==> config.mk <==
export PLATFORM = sky130hd
export DESIGN_NAME = cdc_fifo_write_arbiter_flat
export DESIGN_NICKNAME = d
export VERILOG_FILES = /design/src/rtl/cdc_fifo_write_arbiter_if.sv /design/src/rtl/cdc_fifo_write_arbiter.sv /design/src/flat_wrapper.sv
export SDC_FILE = /design/constraint.sdc
export NUM_CORES = 1
export LEC_CHECK = 0
export ABC_AREA = 1
export CORE_MARGIN = 3
export CORE_UTILIZATION = 45
export CTS_CLUSTER_SIZE = 10
export DETAILED_ROUTE_END_ITERATION = 8
export DONT_BUFFER_PORTS = 1
export PLACE_DENSITY = 0.56
export SETUP_SLACK_MARGIN = 0.05
export SKIP_CTS_REPAIR_TIMING = 1
export SYNTH_ARGS = -nofsm -noshare
export SYNTH_HDL_FRONTEND = slang
export SYNTH_SLANG_ARGS = --single-unit
==> constraint.sdc <==
create_clock -name clock -period 2.1 [get_ports clock]
set_input_delay 0.21 -clock clock [delete_from_list [all_inputs] [get_ports clock]]
set_output_delay 0.21 -clock clock [all_outputs]
set_load 0.01 [all_outputs]
==> src/rtl/cdc_fifo_write_arbiter_if.sv <==
// Bundle between N write requesters and the write side of a cdc_fifo.
// master: the arbiter; slave: requesters plus the fifo write port.
interface cdc_fifo_write_arbiter_if #(
    parameter int NUM_REQUESTERS = 4,
    parameter int DATA_WIDTH     = 8
);
    localparam int OW = $clog2(NUM_REQUESTERS);

    logic [NUM_REQUESTERS-1:0]            request;
    logic [NUM_REQUESTERS*DATA_WIDTH-1:0] request_data;
    logic [NUM_REQUESTERS-1:0]            request_last;
    logic [NUM_REQUESTERS-1:0]            grant;
    logic [DATA_WIDTH-1:0]                fifo_write_data;
    logic                                 fifo_write_increment;
    logic                                 fifo_full;
    logic [OW-1:0]                        owner;
    logic                                 busy;

    modport master (
        input  request, request_data, request_last, fifo_full,
        output grant, fifo_write_data, fifo_write_increment, owner, busy
    );

    modport slave (
        output request, request_data, request_last, fifo_full,
        input  grant, fifo_write_data, fifo_write_increment, owner, busy
    );
endinterface

==> src/rtl/cdc_fifo_write_arbiter.sv <==
// Round-robin burst arbiter feeding one cdc_fifo write port.
// One bubble cycle per arbitration; owner keeps the port until last, MAX_BURST words, or withdrawal.
module cdc_fifo_write_arbiter #(
    parameter int NUM_REQUESTERS = 4,
    parameter int DATA_WIDTH     = 8,
    parameter int MAX_BURST      = 4
) (
    input  logic                    clock,
    input  logic                    reset,
    cdc_fifo_write_arbiter_if.master bus
);
    localparam int OW = $clog2(NUM_REQUESTERS);
    localparam int CW = (MAX_BURST > 1) ? $clog2(MAX_BURST) : 1;
    localparam logic [CW-1:0] LAST_CNT = CW'(MAX_BURST - 1);
    localparam logic [OW-1:0] TOP_IDX  = OW'(NUM_REQUESTERS - 1);

    typedef enum logic {IDLE, BURST} state_e;

    state_e        state_q, state_d;
    logic [OW-1:0] rr_q, rr_d;
    logic [OW-1:0] owner_q, owner_d;
    logic [CW-1:0] cnt_q, cnt_d;

    logic          pick_vld;
    logic [OW-1:0] pick_idx;
    logic [OW-1:0] cand;
    logic          own_req, own_last, accept;
    logic [OW-1:0] nxt_rr;

    // Scan offsets from far to near so the candidate closest to rr_q wins.
    always_comb begin
        pick_vld = 1'b0;
        pick_idx = '0;
        cand     = '0;
        for (int k = NUM_REQUESTERS - 1; k >= 0; k--) begin
            if (int'(rr_q) + k >= NUM_REQUESTERS)
                cand = OW'(int'(rr_q) + k - NUM_REQUESTERS);
            else
                cand = OW'(int'(rr_q) + k);
            if (bus.request[cand]) begin
                pick_vld = 1'b1;
                pick_idx = cand;
            end
        end
    end

    assign own_req  = bus.request[owner_q];
    assign own_last = bus.request_last[owner_q];
    assign accept   = (state_q == BURST) && own_req && !bus.fifo_full;
    assign nxt_rr   = (owner_q == TOP_IDX) ? '0 : owner_q + OW'(1);

    always_comb begin
        state_d = state_q;
        rr_d    = rr_q;
        owner_d = owner_q;
        cnt_d   = cnt_q;
        unique case (state_q)
            IDLE: begin
                if (pick_vld) begin
                    owner_d = pick_idx;
                    cnt_d   = '0;
                    state_d = BURST;
                end
            end
            BURST: begin
                // Withdrawal wins over a full fifo: nothing to wait for.
                if (!own_req) begin
                    state_d = IDLE;
                    rr_d    = nxt_rr;
                end else if (accept) begin
                    cnt_d = cnt_q + CW'(1);
                    if (own_last || cnt_q == LAST_CNT) begin
                        state_d = IDLE;
                        rr_d    = nxt_rr;
                    end
                end
            end
        endcase
    end

    always_ff @(posedge clock or negedge reset) begin
        if (!reset) begin
            state_q <= IDLE;
            rr_q    <= '0;
            owner_q <= '0;
            cnt_q   <= '0;
        end else begin
            state_q <= state_d;
            rr_q    <= rr_d;
            owner_q <= owner_d;
            cnt_q   <= cnt_d;
        end
    end

    for (genvar i = 0; i < NUM_REQUESTERS; i++) begin : g_grant
        assign bus.grant[i] = accept && (owner_q == OW'(i));
    end

    assign bus.busy                 = (state_q == BURST);
    assign bus.owner                = owner_q;
    assign bus.fifo_write_increment = accept;
    assign bus.fifo_write_data      = accept ? bus.request_data[owner_q*DATA_WIDTH +: DATA_WIDTH]
                                             : '0;
endmodule
==> src/flat_wrapper.sv <==
// flat-port wrapper written by rule: the top's interface ports become plain ports
module cdc_fifo_write_arbiter_flat 
#(
    parameter int NUM_REQUESTERS = 4,
    parameter int DATA_WIDTH     = 8,
    parameter int MAX_BURST      = 4
)
  (clock, reset, bus_request, bus_request_data, bus_request_last, bus_fifo_full, bus_grant, bus_fifo_write_data, bus_fifo_write_increment, bus_owner, bus_busy);
  cdc_fifo_write_arbiter_if #(.NUM_REQUESTERS(NUM_REQUESTERS), .DATA_WIDTH(DATA_WIDTH)) bus_i ();
  input  logic clock;
  input  logic reset;
  input wire logic [$bits(bus_i.request)-1:0] bus_request;
  input wire logic [$bits(bus_i.request_data)-1:0] bus_request_data;
  input wire logic [$bits(bus_i.request_last)-1:0] bus_request_last;
  input wire logic [$bits(bus_i.fifo_full)-1:0] bus_fifo_full;
  output wire logic [$bits(bus_i.grant)-1:0] bus_grant;
  output wire logic [$bits(bus_i.fifo_write_data)-1:0] bus_fifo_write_data;
  output wire logic [$bits(bus_i.fifo_write_increment)-1:0] bus_fifo_write_increment;
  output wire logic [$bits(bus_i.owner)-1:0] bus_owner;
  output wire logic [$bits(bus_i.busy)-1:0] bus_busy;
  assign bus_i.request = bus_request;
  assign bus_i.request_data = bus_request_data;
  assign bus_i.request_last = bus_request_last;
  assign bus_i.fifo_full = bus_fifo_full;
  assign bus_grant = bus_i.grant;
  assign bus_fifo_write_data = bus_i.fifo_write_data;
  assign bus_fifo_write_increment = bus_i.fifo_write_increment;
  assign bus_owner = bus_i.owner;
  assign bus_busy = bus_i.busy;
  cdc_fifo_write_arbiter #(.NUM_REQUESTERS(NUM_REQUESTERS), .DATA_WIDTH(DATA_WIDTH), .MAX_BURST(MAX_BURST)) u_core (.clock(clock), .reset(reset), .bus(bus_i));
endmodule
## Yosys cells after proc, flatten, opt, wreduce, memory -nomap -nowiden

Cells that the tools add are included.

| word-level totals | value |
|---|---|
| flip-flop bits (word level) | 7 |
| latch bits | 0 |
| memory bits (writable) | 0 |
| bits in read-only memories | 0 |
| input port bits | 43 |
| output and inout bits | 16 |
| word-level logic and storage cells | 83 |
| memories | 0 |

| cells by class | value |
|---|---|
| $add $sub $neg | 9 |
| multipliers | 0 |
| divide/modulo/power cells | 0 |
| $lt $le $gt $ge | 9 |
| eq/ne operators | 9 |
| shift-type cells | 1 |
| mux-type cells | 38 |
| bitwise operators | 1 |
| reductions and logical operators | 12 |

Operators by type and width:

| kind | count |
|---|---|
| $shiftx 32x6->8 | 1 |
| $mux 2 | 15 |
| $lt 2x3->1 const B | 5 |
| $mux 1 | 14 |
| $bmux 1 s2 | 6 |
| $ge 3x3->1 const B | 3 |
| $mux 8 | 1 |
| $ne 2x2->1 const B | 4 |
| $sub 2x1->2 const B | 4 |
| $add 2x2->3 const B | 2 |
| $eq 2x2->1 const B | 3 |
| $logic_and 1x1->1 | 6 |
| $reduce_and 3->1 | 2 |
| $add 2x1->2 const B | 2 |
| $pmux 2 s2 | 1 |
| $add 2x1->3 const B | 1 |
| $ge 2x3->1 const B | 1 |
| $eq 2x1->1 const B | 1 |
| $logic_not 2->1 | 1 |
| $ne 2x1->1 const B | 1 |
| $pmux 1 s2 | 1 |
| $reduce_and 2->1 | 1 |
| $logic_not 1->1 | 1 |
| $logic_or 1x1->1 | 1 |
| $not 1->1 | 1 |

## Logic depth before layout (Yosys ltp)

| depth | value |
|---|---|
| depth after elaboration | 11 |
| gate-level depth with buffers | 12 |

## Worst setup path after synthesis

No wires, ideal clock.

| path | value |
|---|---|
| path type | register -> output |
| from | register u_core.owner_q[0] (netlist: u_core.bus.owner[0]) |
| to | output port bus_grant[0] |
| arrival time | 1.304 ns |
| required time | 1.890 ns |
| path slack | 0.586 ns |
| cell stages (with the launch flop) | 7 |
| path buffers | 2 |
| cells stage by stage | dfrtp_1 inv_2 buf_6 clkbuf_1 ha_1 inv_1 nor2_1 |

| between the ends | value |
|---|---|
| cells in the longest elaborated chain, start to end | 5 |
| elaborated cells between the ends (all ways) | 6 |

Ends and longest elaborated chain:

| what | RTL line | text |
|---|---|---|
| start: declaration | cdc_fifo_write_arbiter.sv:21 | `logic [OW-1:0] owner_q, owner_d;` |
| start signal: assignment | cdc_fifo_write_arbiter.sv:90 | `owner_q <= owner_d;` |
| $bmux 1 s2 | cdc_fifo_write_arbiter.sv:47 | `assign own_req = bus.request[owner_q];` |
| $mux 1 (not written as such) | cdc_fifo_write_arbiter.sv:47 |  |
| $logic_and 1x1->1 (2 in series) | cdc_fifo_write_arbiter.sv:49 | `assign accept = (state_q == BURST) && own_req && !bus.fifo_full;` |
| $logic_and 1x1->1 * | cdc_fifo_write_arbiter.sv:96 | `assign bus.grant[i] = accept && (owner_q == OW'(i));` |
| end: declaration | flat_wrapper.sv:16 | `output wire logic [$bits(bus_i.grant)-1:0] bus_grant;` |

Every way passes the cells marked *; elsewhere a longest branch is shown, timed or not. The select of a mux whose other input is x is not followed.

## Final worst setup path

| path | value |
|---|---|
| from | register u_core.owner_q[1] (netlist: u_core.bus.owner[1]) |
| to | output port bus_fifo_write_data[7] |

| between the ends | value |
|---|---|
| cells in the longest elaborated chain, start to end | 5 |
| elaborated cells between the ends (all ways) | 6 |

Ends and longest elaborated chain:

| what | RTL line | text |
|---|---|---|
| parallel branches: the longest is 4 deep, another holds $shiftx 32x6->8 | n/a |  |
| $mux 8 * | cdc_fifo_write_arbiter.sv:102 | `assign bus.fifo_write_data = accept ? bus.request_data[owner_q*DATA_WIDTH +: DATA_WIDTH]` |
| end: declaration | flat_wrapper.sv:17 | `output wire logic [$bits(bus_i.fifo_write_data)-1:0] bus_fifo_write_data;` |

Mark *: on every way between the ends. The select of a mux whose other input is x is not followed.

==> impl_metrics.csv <==
group,metric,value,unit
timing,max_freq,525,MHz
power_and_ir_drop,p_leak,0.567,nW
yosys,yosys_warnings,0,
global_route,grt_max_degree,23,
floorplan,die_w,54.4,µm
floorplan,initial_core_util,50.7,%
floorplan,io_pins,59,
yosys,synth_cell_types,21,
global_route,antenna_found_initial,0,
global_route,track_usage,19.4,%
yosys,syn_inst,183,
power_and_ir_drop,ir_drop,658,µV
cts,root_buffer,"clkbuf_4",
timing,relSlewSlack,74.2,%
finish,nFillCells,247,
placed_design,place_congestion,0.783,
power_and_ir_drop,pwr_density_cell,1500,nW/µm²
finish,final_cell_area,1100,µm²
worst_setup_path,crit_chain,"inv_1, a21oi_1, o21ai_1, nand2_2, nand3_4, a21oi_1",
finish,fin_nets,233,
timing,timing.hold.ws,288,ps
yosys,syn_area_per_cell,5.76,µm²
worst_setup_path,slowest_delay,510,ps
drt,viasPerCell,5.18,
run,cap_violations,0,
cts,cts.sinks,7,
cts,clockBufferDepth,2,
finish,antennaDiodeCount,0,
status,outcome,"finished, final reports clean",
finish,drive_gt1_share,16.3,%
yosys,synth_area,1050,µm²
drt,first_iter_violations,13,
worst_setup_path,crit_family,"flip-flops",
floorplan,rows,16,
yosys,synth_seq_area_share,16.6,%
worst_setup_path,cp_slowest_cell,"dfrtp_1",
drt,vias,1092,
floorplan,core,2080,µm²
cts,worstSkewPairLatency,250,ps
worst_setup_path,cp_common_cell,"a21oi_1",
placed_design,numPortBuffers,0,
floorplan,dieArea,2960,µm²
timing,finalSetupViolCount,0,
power_and_ir_drop,total_power,1.64,mW
global_route,grt_overflow_total,0,
timing,layout_min_cycle_time,1900,ps
timing,finalHoldViolations,0,
placed_design,dp.cells,206,
global_route,grt_pass1_vias,1018,
timing,min_period_over_period,90.7,%
drt,finalWirelength,2590,µm
drt,first_pass_iters,4,
timing,finClkSkew,0.816,ps
yosys,synth.net_count,231,
drt,wl_per_cell,12.3,µm
timing,rsz0062_at_grt,"yes",
worst_setup_path,crit_arrival,1690,ps
timing,timing.setup.tns,0,ps
timing,drv_slew,0,
placed_design,pre_cts_slack,453,ps
cts,clk_pin_slew_worst_paths,50,ps
finish,final_cell_count_no_fill,211,
finish,fin_util,52.6,%
timing,setup_slack,196,ps
placed_design,dpl_cell_area,1060,µm²
cts,h-tree-depth,1,
cts,cts_inserted_buffers,3,
worst_setup_path,startpoint_type,"flop",
worst_setup_path,critPathKind,"flop to output port",
worst_setup_path,crit_required,1890,ps
worst_setup_path,path_buf_inv,1,
floorplan,fp.dieH,54.4,µm
hold_path,hp-class,"input port to flop",
worst_setup_path,critPathMaxFanout,16,
finish,syn_to_final_growth,3.91,%
global_route,grt_pass1_wl,4240,µm
cts,cts_tree,"done",
timing,tightest_slew,388,ps
drt,antenna_left,0,
worst_setup_path,cp-end-kind,"output port",
yosys,synth_seq_cells,7,
placed_design,dp_hpwl,2150,µm
drt,drc,0,
[layer usage]
layer	global-route usage [%]	up-vias	part of all wire (%)
li1	-	570	-
met1	26.7	482	46
met2	31.3	38	46
met3	3.81	2	8.3
met4	3.73	0	0.15
met5	0	-	0
[worst paths after layout]
kind	start	endpoint	slack, ps	cells after the start
worst max-delay path	u_core.bus.owner[1]$_DFFE_PN0P_	bus_fifo_write_data[7]	200	6
worst min-delay path	bus_fifo_full	u_core.bus.busy$_DFF_PN0_	290	4
worst max register to register	u_core.bus.owner[0]$_DFFE_PN0P_	u_core.cnt_q[1]$_DFFE_PN0P_	540	8
worst min register to register	u_core.cnt_q[0]$_DFFE_PN0P_	u_core.cnt_q[0]$_DFFE_PN0P_	510	1
max in group asynchronous	reset	u_core.bus.owner[0]$_DFFE_PN0P_	1550	1
min in group asynchronous	reset	u_core.cnt_q[1]$_DFFE_PN0P_	300	1
[layout make-up]
cell class              instances  area, µm²  share of cell area [%]
inverters                      24       97.6                    8.90
clock buffers                   4       26.3                    2.40
flip-flops and latches          7        175                    16.0
multi-input cells             144        723                    66.0
well taps                      27       33.8                    3.08
repair buffers                  5       40.0                    3.65
[state kept, by name, summed over array words and instances (netlist names)]
signal,count
u_core.bus.busy,1
u_core.rr_q,2
u_core.bus.owner,2
u_core.cnt_q,2
[cell families (layout without fill, tap and decap cells)]
family	Yosys count	count (layout)	share of synthesized area (%)
simple gates	105	105	42.9
compound gates	34	34	19.3
buf+inv	32	33	15.2
flops	7	7	16.6
fa+ha+maj	5	5	5.93
[where the power goes]
| group | internal [mW] | switching (mW) | total, mW |
|---|---|---|---|
| clock network | 0.0727 | 0.0519 | 0.125 |
| logic | 0.415 | 0.793 | 1.21 |
| registers | 0.199 | 0.113 | 0.312 |
| total | 0.687 | 0.957 | 1.64 |
[cell usage after synthesis, drive strengths merged]
cell type,count,area (µm²)
buf,7,58.8
ha,5,62.6
and2,2,12.5
clkbuf,1,3.75
o21ai,22,118
inv,24,97.6
nor2,42,158
nand2,48,200
a21oi,12,86.3
nand3,13,82.6
dfrtp,7,175
[layout by cell type, fill, tap and decap left out]
cell | netlist | final
nor2_1 | 42 | 42
nand2_1 | 40 | 40
inv_1 | 21 | 21
o21ai_0 | 19 | 19
nand3_1 | 11 | 11
nand2_2 | 8 | 8
a21oi_2 | 7 | 8
dfrtp_1 | 7 | 7
ha_1 | 5 | 5
a21oi_1 | 5 | 4
buf_4 | 2 | 4
clkbuf_4 | 0 | 3
inv_2 | 2 | 2
and2_1 | 2 | 2
o21ai_2 | 2 | 2
o21ai_1 | 1 | 1
nand3_4 | 1 | 1
inv_8 | 1 | 1
nand3_2 | 1 | 1
clkbuf_1 | 1 | 1
dlygate4sd3_1 | 0 | 1
[worst register-to-register path: stages, from the launching register on]
cell     delay, ps
dfrtp_1        410
inv_2          260
a21oi_1        110
o21ai_1        100
nand2_2        110
nand3_4        210
inv_1          140
nand2_1         80
nand2_1         50
Power figures use the tool's default switching activity.
